==> src/rtl/sicaklik_pkg.sv <==
// Shared definitions for the temperature alarm path: FSM encoding, comparator width and
// small helpers used by the alarm controller.
package sicaklik_pkg;

  localparam logic [1:0] ST_IDLE    = 2'd0;
  localparam logic [1:0] ST_PENDING = 2'd1;
  localparam logic [1:0] ST_ACTIVE  = 2'd2;
  localparam logic [1:0] ST_ACKED   = 2'd3;

  // Temperature / threshold width used by the upstream comparator.
  localparam int unsigned TEMP_W = 3;

  function automatic logic is_alarm_state(input logic [1:0] st);
    return (st == ST_ACTIVE) || (st == ST_ACKED);
  endfunction

endpackage

==> src/rtl/sicaklik_blink.sv <==
// Lamp toggle generator: restarts high, flips every BLINK_HALF enabled cycles,
// and clears to 0 whenever neither enabled nor restarted.
module sicaklik_blink #(
  parameter int unsigned BLINK_HALF = 8
) (
  input  logic clk,
  input  logic rst_n,
  input  logic i_en,
  input  logic i_restart,
  output logic o_blink
);

  localparam int unsigned CW = (BLINK_HALF > 1) ? $clog2(BLINK_HALF) : 1;
  localparam logic [CW-1:0] RELOAD = CW'(BLINK_HALF - 1);

  logic [CW-1:0] r_cnt;
  logic [CW-1:0] w_cnt_d;
  logic          r_blink;
  logic          w_blink_d;

  always_comb begin
    w_cnt_d   = '0;
    w_blink_d = 1'b0;
    if (i_restart) begin
      w_cnt_d   = RELOAD;
      w_blink_d = 1'b1;
    end else if (i_en) begin
      if (r_cnt == '0) begin
        w_cnt_d   = RELOAD;
        w_blink_d = ~r_blink;
      end else begin
        w_cnt_d   = r_cnt - CW'(1);
        w_blink_d = r_blink;
      end
    end
  end

  always_ff @(posedge clk or negedge rst_n) begin
    if (!rst_n) begin
      r_cnt   <= '0;
      r_blink <= 1'b0;
    end else begin
      r_cnt   <= w_cnt_d;
      r_blink <= w_blink_d;
    end
  end

  assign o_blink = r_blink;

endmodule

==> src/rtl/sicaklik_alarm_ctrl.sv <==
// Over-temperature alarm controller: debounces the comparator alarm, latches confirmed
// events into the buzzer/lamp until acknowledged and cleared, and counts events.
module sicaklik_alarm_ctrl
  import sicaklik_pkg::*;
#(
  parameter int unsigned DEBOUNCE_CYCLES = 4,
  parameter int unsigned BLINK_HALF      = 8,
  parameter int unsigned CNT_W           = 8
) (
  input  logic             clk,
  input  logic             rst_n,
  input  logic             alarm_in,
  input  logic             ack,
  output logic             buzzer,
  output logic             led,
  output logic             alarm_active,
  output logic [CNT_W-1:0] event_count,
  output logic [1:0]       state
);

  localparam int unsigned DEB_W = $clog2(DEBOUNCE_CYCLES);
  localparam logic [DEB_W-1:0] DEB_LAST = DEB_W'(DEBOUNCE_CYCLES - 1);

  logic [1:0]       r_state;
  logic [1:0]       w_state_d;
  logic [DEB_W-1:0] r_deb_cnt;
  logic [DEB_W-1:0] w_deb_cnt_d;
  logic [CNT_W-1:0] r_event_cnt;
  logic [CNT_W-1:0] w_event_cnt_d;
  logic             r_buzzer;
  logic             r_alarm_active;
  logic             w_blink;
  logic             w_enter_active;
  logic             w_stay_active;

  always_comb begin
    w_state_d     = r_state;
    w_deb_cnt_d   = '0;
    w_event_cnt_d = r_event_cnt;
    case (r_state)
      ST_IDLE: begin
        if (alarm_in) begin
          w_state_d   = ST_PENDING;
          w_deb_cnt_d = DEB_W'(1);
        end
      end
      ST_PENDING: begin
        if (!alarm_in) begin
          w_state_d = ST_IDLE;
        end else if (r_deb_cnt == DEB_LAST) begin
          // Confirming edge wins over a simultaneous ack.
          w_state_d = ST_ACTIVE;
          if (r_event_cnt != '1) begin
            w_event_cnt_d = r_event_cnt + CNT_W'(1);
          end
        end else begin
          w_deb_cnt_d = r_deb_cnt + DEB_W'(1);
        end
      end
      ST_ACTIVE: begin
        if (ack) begin
          w_state_d = ST_ACKED;
        end
      end
      ST_ACKED: begin
        if (!alarm_in) begin
          w_state_d = ST_IDLE;
        end
      end
      default: w_state_d = ST_IDLE;
    endcase
  end

  always_ff @(posedge clk or negedge rst_n) begin
    if (!rst_n) begin
      r_state        <= ST_IDLE;
      r_deb_cnt      <= '0;
      r_event_cnt    <= '0;
      r_buzzer       <= 1'b0;
      r_alarm_active <= 1'b0;
    end else begin
      r_state        <= w_state_d;
      r_deb_cnt      <= w_deb_cnt_d;
      r_event_cnt    <= w_event_cnt_d;
      r_buzzer       <= (w_state_d == ST_ACTIVE);
      r_alarm_active <= is_alarm_state(w_state_d);
    end
  end

  assign w_enter_active = (w_state_d == ST_ACTIVE) && (r_state != ST_ACTIVE);
  assign w_stay_active  = (w_state_d == ST_ACTIVE) && (r_state == ST_ACTIVE);

  sicaklik_blink #(
    .BLINK_HALF(BLINK_HALF)
  ) u_blink (
    .clk       (clk),
    .rst_n     (rst_n),
    .i_en      (w_stay_active),
    .i_restart (w_enter_active),
    .o_blink   (w_blink)
  );

  // Blink register is forced to 0 outside ACTIVE, so the OR only adds the steady ACKED lamp.
  assign led          = w_blink | (r_state == ST_ACKED);
  assign buzzer       = r_buzzer;
  assign alarm_active = r_alarm_active;
  assign event_count  = r_event_cnt;
  assign state        = r_state;

endmodule

==> config.mk <==
export PLATFORM = sky130hd
export DESIGN_NAME = sicaklik_alarm_ctrl
export DESIGN_NICKNAME = d
export VERILOG_FILES = /design/src/rtl/sicaklik_pkg.sv /design/src/rtl/sicaklik_blink.sv /design/src/rtl/sicaklik_alarm_ctrl.sv
export SDC_FILE = /design/constraint.sdc
export NUM_CORES = 1
export LEC_CHECK = 0
export BUFFER_PORTS_ARGS = -buffer_cell sky130_fd_sc_hd__buf_2
export CELL_PAD_IN_SITES_DETAIL_PLACEMENT = 0
export CELL_PAD_IN_SITES_GLOBAL_PLACEMENT = 1
export CORE_MARGIN = 2
export CORE_UTILIZATION = 44
export DETAILED_ROUTE_END_ITERATION = 12
export PLACE_DENSITY = 0.83
export SETUP_SLACK_MARGIN = 0.05
export SKIP_LAST_GASP = 1
export SYNTH_ARGS = -nofsm -noshare
export SYNTH_HDL_FRONTEND = slang
export SYNTH_SLANG_ARGS = --single-unit
==> constraint.sdc <==
create_clock -name clk -period 2.2 [get_ports clk]
set_input_delay 0.11 -clock clk [delete_from_list [all_inputs] [get_ports clk]]
set_output_delay 0.11 -clock clk [all_outputs]
set_load 0.01 [all_outputs]
# Word level (Yosys, flattened, before mapping)
# Cells that the tools add are included.
totals:
  register_bits: 18
  inputBits: 4
  out_inout_bits: 13
  word_cells: 43
op_classes:
  addsub: 3
  eq_ne: 9
  n_mux: 16
  bitwise: 2
  n_reduce_logical: 6
op_table:
  columns: ["cell", "count"]
  rows:
  - ["$mux W2", 7]
  - ["$eq A2 B2 Y1 const B", 5]
  - ["$mux W3", 3]
  - ["$add A8 B1 Y8 const B", 1]
  - ["$ne A8 B8 Y1 const B", 1]
  - ["$pmux W2 S4", 1]
  - ["$mux W1", 4]
  - ["$pmux W2 S2", 1]
  - ["$reduce_and A4 Y1", 1]
  - ["$logic_not A3 Y1", 1]
  - ["$ne A3 B3 Y1 const B", 1]
  - ["$sub A3 B1 Y3 const B", 1]
  - ["$add A2 B1 Y2 const B", 1]
  - ["$eq A2 B1 Y1 const B", 1]
  - ["$logic_and A1 B1 Y1", 2]
  - ["$logic_not A2 Y1", 1]
  - ["$ne A2 B2 Y1 const B", 1]
  - ["$logic_or A1 B1 Y1", 1]
  - ["$not A1 Y1", 1]
  - ["$or A1 B1 Y1", 1]

# Logic depth before layout (Yosys ltp)
# Gate-level depths: netlist of run 1.
depth:
  depth_word: 8
  ltp_mapped: 5
  depth_no_buf: 5

# Cells and area by module
# From an unflattened synthesis of run 1, not the netlist that was laid out.
hier_totals:
  cells_unflattened: 77
  area_unflattened_um2: 855.8
modules_own_cells:
  columns: ["mod", "n_inst", "cells_per_inst", "area_per_inst_um2", "seq_area_each_um2"]
  rows:
  - ["sicaklik_alarm_ctrl", 1, 59, 659.4, 325.3]
  - ["sicaklik_blink", 1, 18, 196.4, 100.1]

# Worst setup path before layout of run 1
# Ideal clock, no wire load.
synth_path:
  path_kind: "register -> register"
  start: "reg r_event_cnt[0], in the netlist event_count[0]"
  end: "reg r_event_cnt[5], in the netlist event_count[5]"
  setup_ps: 141
  arrival_time_ps: 1356
  required_time_ps: 2059
  slack_ps: 703
  stages_incl_launch_ff: 5
  n_path_buf: 0
  period_less_slack_ps: 1497
  path_cell_list: "dfrtp_1 ha_1 and3_1 a2111oi_0 mux2i_1"
synth_between:
  elab_chain_cells: 2
  elab_cells_between_ends: 3
  cone_classes: "add/sub (1); eq/ne (1); reduce/logical (1)"
synth_rtl:
  columns: ["item", "line", "text"]
  rows:
  - ["start, declared", "sicaklik_alarm_ctrl.sv:28", "logic [CNT_W-1:0] r_event_cnt;"]
  - ["start signal, assigned", "sicaklik_alarm_ctrl.sv:84", "r_event_cnt <= w_event_cnt_d;"]
  - ["branches (longest 2 deep; another with $add A8 B1 Y8)", null, null]
# Several ways; the timed one is not identified.
# A chain may end at the register's enable or synchronous reset.

# Final worst setup path of run 1
# Ends and elaborated chain as after synthesis.

==> flow_metrics.tcl, run 1 <==
set metrics [dict create \
    async_flop_share_pct 100.0 \
    routed_wirelength_um 1465 \
    number_of_antenna_cells_inserted 0 \
    drc 0 \
    ys_seq_elements 18 \
    cts.htree.levels 1 \
    post_synth_inst_count 76 \
    first_global_vias 566 \
    tritoncts_clock_tree "done" \
    mostFrequentLayoutCell "dfrtp_1" \
    grt_max_degree 19 \
    cellPowerDensity_nw_per_um2 672.7 \
    finalCritPeriodShare_pct 71.65 \
    crit_path_cell_chain "ha_1 > and3_1 > a2111oi_0 > mux2i_1" \
    postRouteAntennaNets 0 \
    synth_edf_count 0 \
    antenna_found_initial 0 \
    place.port_buffers 16 \
    worst-endpoint-arrival_ns 1.75 \
    cts_repair_resize_count 0 \
    clk_pin_slew_ns 0.11 \
    cts.path.max_buffers 2 \
    dp_cell_count 118 \
    unrepaired_setup_endpoints_after_global_routing "no" \
    clock_latency_late_sink_ns 0.30 \
    timing.fmax_ghz 0.6344 \
    gp_routability_congestion 0.7421 \
    number_of_buffers_created_by_cts 3 \
    route.detailed.vias_per_inst 5.057 \
    irDropWorstVdd_mv 0.4273 \
    initial_utilization_pct 45.66 \
    die-height_um 48.43 \
    report.final.slew_viol_count 0 \
    cp-start-kind "flop" \
    worst_clock_skew_ns 0.009403 \
    timing_worst_slew_pin_value_ns 0.3688 \
    top_level_ports 17 \
    worst-endpoint-required_ns 2.37 \
    seq_area_frac_synth_pct 51.87 \
    finalSetupViolCount 0 \
    timing.final.hold_violations 0 \
    floorplan.rows 16 \
    leakage_component_of_the_power_nw 0.5428 \
    detailedRoute.firstPassIterationCount 2 \
    cp_num_buf_inv 0 \
    layout.cell_area.non_filler_sq_um 1023 \
    timing.max_cap.violations 0 \
    final_worst_path_period_need_ns 1.576 \
    post_dp_cell_area_sq_um 977.2 \
    critPathMaxFanout 4 \
    fp.dieArea_sq_um 2345 \
    outcome "complete, no violations" \
    finalCoreUtilization_pct 53.82 \
    clock-root-buffer "clkbuf_4" \
    path_class "reg2reg" \
    routedWlPerCell_um 11.91 \
    final_cell_count_no_fill 123 \
    post_route_cells_drive_above_1_share_pct 23.96 \
    die_x_um 48.43 \
    core_area_sq_um 1902 \
    wire_length_of_the_first_global_routing_pass_um 2511 \
    syn_nets 84 \
    synth_area_per_cell_sq_um 11.43 \
    synth-main-ff-cell "dfrtp_1" \
    critical-path-slowest-cell "dfrtp_1" \
    fin_tns_setup_ns 0 \
    layout.cells.most_common_list "18 x dfrtp_1, 16 x buf_2, 5 x a21oi_1, 5 x nor2_1" \
    area.growth.synth_to_final_pct 17.87 \
    grt_overflow_total 0 \
    timing.hold.worst.class "in2reg" \
    critPathCaptureType "flop" \
    syn_area_sq_um 868.3 \
    yosys.cell_types.count 29 \
    synth-warning-count 0 \
    cts_sinks 18 \
    global_route.usage.total_pct 13.83 \
    relSlewSlack_pct 74.77 \
    crit_family "flip-flops" \
    finish.net_count 105 \
    number_of_fill_cells 186 \
    place.detailed.hpwl_um 1070 \
    detailroute.via_count 622 \
    drt_first_iter_violations 6 \
    max_stage_delay_ns 0.43 \
]
[where the power goes]
group	switching, W	total [W]	internal (W)
Sequential	0.0000272	0.000384	0.000357
Clock	0.000103	0.000204	0.000101
Combinational	0.0000533	0.000101	0.0000473
Total	0.000183	0.000688	0.000505
[tightest hold or removal path, stage by stage]
cell and delay, ns:
buf_2 0.10, nor2_1 0.10, nor3_1 0.05
[registers in the layout (all words and copies together) (netlist names)]
register         cells
state                2
buzzer               1
r_deb_cnt            2
event_count          8
u_blink.o_blink      1
alarm_active         1
u_blink.r_cnt        3
[layout make-up]
cell class	count	area, sq um	share of cell area [%]
tap	27	33.78	3.301
sequential	18	450.4	44.01
timing repair buffer	17	90.09	8.802
multi-input combinational	53	397.9	38.88
inverter	4	15.01	1.467
clock buffer	4	36.28	3.545
[path summary, 6_finish.rpt]
path	startpoint	endpoint	slack (ns)	cells past startpoint
worst max register to register	event_count[0]	event_count[5]	0.62	4
worst max-delay path	event_count[0]	event_count[5]	0.62	4
worst min-delay path	ack	state[0]	0.11	3
worst min register to register	u_blink.r_cnt[0]	u_blink.r_cnt[0]	0.45	1
max in group asynchronous	rst_n	u_blink.r_cnt[0]	1.66	2
min in group asynchronous	rst_n	event_count[7]	0.26	2
[cell families after synthesis]
logic type / Yosys count / synth area share, %
XOR/XNOR: 5 / 5.043
adder cells (fa/ha/maj): 4 / 5.764
multiplexers: 3 / 3.746
flip-flops: 18 / 51.87
buffers and inverters: 5 / 2.304
AO/OA/AOI/OAI: 16 / 12.39
AND/OR/NAND/NOR: 25 / 18.88
[metrics by stage]
step           worst slack (ns)  total power [W]  hold slack [ns]
6_report                 0.6237        0.0006885           0.1090
5_1_grt                  0.4765        0.0007332           0.1071
4_1_cts                  0.6294        0.0007020           0.1066
3_5_place_dp             0.6547        0.0004936          0.06353
3_3_place_gp             0.6898        0.0004887          0.06315
2_1_floorplan            0.7032        0.0004505          -0.1856
[what timing repair did]
item	4_1_cts	5_1_grt
hold endpoints to repair	18	0
hold buffers	1	0
setup buffers	0	0
[metal layers]
metal  vias to the layer above  GRT usage, %  routed length, um
met4                         0         8.571                 34
met3                         4         3.704                 57
li1                        310             -                  -
met1                       298         17.59                706
met5                         -             0                  0
met2                        10         21.06                668
[synth_stat cells, drive strengths merged (2+ instances only)]
cell    count  share of area, %
nand2       3               1.3
nand3       3               1.7
inv         4               1.7
a21oi       5               2.9
dfrtp      18                52
a21o        2               1.7
nand2b      2               1.4
nor3        3               1.7
nor2        5               2.2
nor2b       2               1.4
ha          4               5.8
xor2        4               4.0
mux2        2               2.6
a211oi      2               1.7
o21a        4               3.5
Note: power is estimated with default switching activity, not from simulation.
==> run 2: changes to the inputs <==
--- a/config.mk
+++ b/config.mk
@@ -9,9 +9,9 @@
 export CELL_PAD_IN_SITES_DETAIL_PLACEMENT = 0
 export CELL_PAD_IN_SITES_GLOBAL_PLACEMENT = 1
 export CORE_MARGIN = 2
-export CORE_UTILIZATION = 44
+export CORE_UTILIZATION = 41
 export DETAILED_ROUTE_END_ITERATION = 12
-export PLACE_DENSITY = 0.83
+export PLACE_DENSITY = 0.78
 export SETUP_SLACK_MARGIN = 0.05
 export SKIP_LAST_GASP = 1
 export SYNTH_ARGS = -nofsm -noshare
==> constraint.sdc (replaced) <==
create_clock -name clk -period 1.6 [get_ports clk]
set_input_delay 0.08 -clock clk [delete_from_list [all_inputs] [get_ports clk]]
set_output_delay 0.08 -clock clk [all_outputs]
set_load 0.01 [all_outputs]
==> run 2 against run 1 <==
Effect of this change: fmax rose by 8.4%; setup slack worse by 0.48 ns; clock-buffer cell count unchanged; cell count is 7.3% higher; flip-flop and latch count unchanged; sequential share of layout area fell by 3.4 points; worst hold slack got worse by 0.030 ns; first-iteration DRC count increased by 120%; combinational power rose by 85%; sequential power rose by 34%; utilization grew 2.1 points; routed wire length increased by 2.3%; largest cell class unchanged.
==> flow_metrics.tcl, run 2 (same netlist as run 1, synthesis figures left out) <==
set metrics [dict create \
    crit_family "flip-flops" \
    detailroute.via_count 666 \
    critPathMaxFanout 4 \
    grt_max_degree 19 \
    grt_overflow_total 0 \
    area.growth.synth_to_final_pct 27.67 \
    route.detailed.vias_per_inst 5.045 \
    unrepaired_setup_endpoints_after_global_routing "no" \
    place.port_buffers 16 \
    number_of_buffers_created_by_cts 3 \
    clock-root-buffer "clkbuf_4" \
    timing.max_cap.violations 0 \
    post_route_cells_drive_above_1_share_pct 35.24 \
    number_of_fill_cells 175 \
    leakage_component_of_the_power_nw 0.5803 \
    worst-endpoint-required_ns 1.78 \
    timing_worst_slew_pin_value_ns 0.3992 \
    timing.fmax_ghz 0.6879 \
    fin_tns_setup_ns 0 \
    sequential_cell_area_sq_um 450.4 \
    finalCritPeriodShare_pct 90.85 \
    finalCoreUtilization_pct 55.93 \
    hold-worst-slack_ns 0.07870 \
    drt_first_iter_violations 13 \
    number_of_antenna_cells_inserted 0 \
    routed_wirelength_um 1498 \
    finalPower_w 0.0009760 \
    timing.hold.worst.class "in2reg" \
    rrSetupSlack_ns 0.15 \
    cellPowerDensity_nw_per_um2 880.4 \
    relSlewSlack_pct 73.39 \
    layout.cells.most_common_list "18 x dfrtp_1, 16 x buf_2, 9 x buf_4, 5 x a21oi_1, 5 x nor2_1" \
    largest_reg_flops 8 \
    initial_utilization_pct 43.81 \
    cts_sinks 18 \
    place.detailed.hpwl_um 1061 \
    die_x_um 50.02 \
    clk_pin_slew_ns 0.10 \
    timing.final.hold_violations 0 \
    gp_routability_congestion 0.7418 \
    critPathCaptureType "flop" \
    detailedRoute.firstPassIterationCount 4 \
    finalSetupViolCount 0 \
    tritoncts_clock_tree "done" \
    floorplan.rows 16 \
    cts.htree.levels 1 \
    path_class "reg2reg" \
    final_worst_path_period_need_ns 1.454 \
    worst_clock_skew_ns 0.001503 \
    drc 0 \
    global_route.usage.total_pct 13.36 \
    wire_length_of_the_first_global_routing_pass_um 2532 \
    max_stage_delay_ns 0.41 \
    multiInputGateArea_sq_um 415.4 \
    report.final.slew_viol_count 0 \
    irDropWorstVdd_mv 0.6257 \
    clock_latency_late_sink_ns 0.29 \
    mostFrequentLayoutCell "dfrtp_1" \
    cp_num_buf_inv 0 \
    cts.path.max_buffers 2 \
    fp.dieArea_sq_um 2502 \
    crit_path_cell_chain "ha_2 > and3_2 > a21o_1 > mux2_1" \
    critical-path-slowest-cell "dfrtp_1" \
    outcome "complete, no violations" \
    first_global_vias 583 \
    cp-start-kind "flop" \
    core_area_sq_um 1982 \
    worst-endpoint-arrival_ns 1.64 \
    routedWlPerCell_um 11.35 \
    top_level_ports 17 \
    finish.net_count 114 \
    die-height_um 50.02 \
    antenna_found_initial 0 \
    postRouteAntennaNets 0 \
]
run 2: power breakdown:
| part | total [W] | internal, W | switching [W] |
|---|---|---|---|
| clock | 0.000277 | 0.000139 | 0.000138 |
| sequential | 0.000513 | 0.000491 | 0.0000216 |
| combinational | 0.000187 | 0.0000915 | 0.0000950 |
| total | 0.000976 | 0.000721 | 0.000255 |
run 2: stage by stage:
stage / cell area (sq um) / worst slack (ns) / std cells
after floorplan: 868.3 / 0.1032 / 76
after global placement: 1007 / 0.08940 / 122
after detailed placement: 1007 / 0.03828 / 122
after CTS: 1060 / 0.06689 / 127
after global routing: 1109 / 0.04734 / 132
final: 1109 / 0.1463 / 132
run 2: worst min-delay path, delay by kind of cell:
family	cells	cell delay, ns
buf+inv	1	0.11
simple gates	2	0.15
run 2: layout make-up:
cell class	count	area share (%)
inverter	4	1.354
clock buffer	4	3.273
sequential	18	40.63
multi-input combinational	53	37.47
tap	27	3.047
timing repair buffer	26	14.22
run 2: what timing repair did:
action | in CTS | in global routing
hold buffers | 1 | 0
endpoints found under the setup margin | 1 | 3
buffers inserted | 0 | 5
pin swaps | 0 | 1
hold endpoints to repair | 18 | 0
resized for setup | 2 | 4
run 2: per-layer routing:
layer / wire (um) / track usage (%) / up-vias
met5: 0 / 0 / -
met3: 70 / 3.636 / 4
met2: 689 / 19.30 / 18
li1: - / - / 330
met1: 713 / 18.08 / 314
met4: 24 / 6.944 / 0
run 2: worst paths after layout:
path / from / endpoint / cells past startpoint
worst max-delay path: event_count[1] / event_count[1] / 4
worst min-delay path: ack / state[0] / 3
worst max register to register: event_count[1] / event_count[1] / 4
worst min register to register: u_blink.r_cnt[0] / u_blink.r_cnt[0] / 1
max in group asynchronous: rst_n / event_count[7] / 2
min in group asynchronous: rst_n / event_count[3] / 2
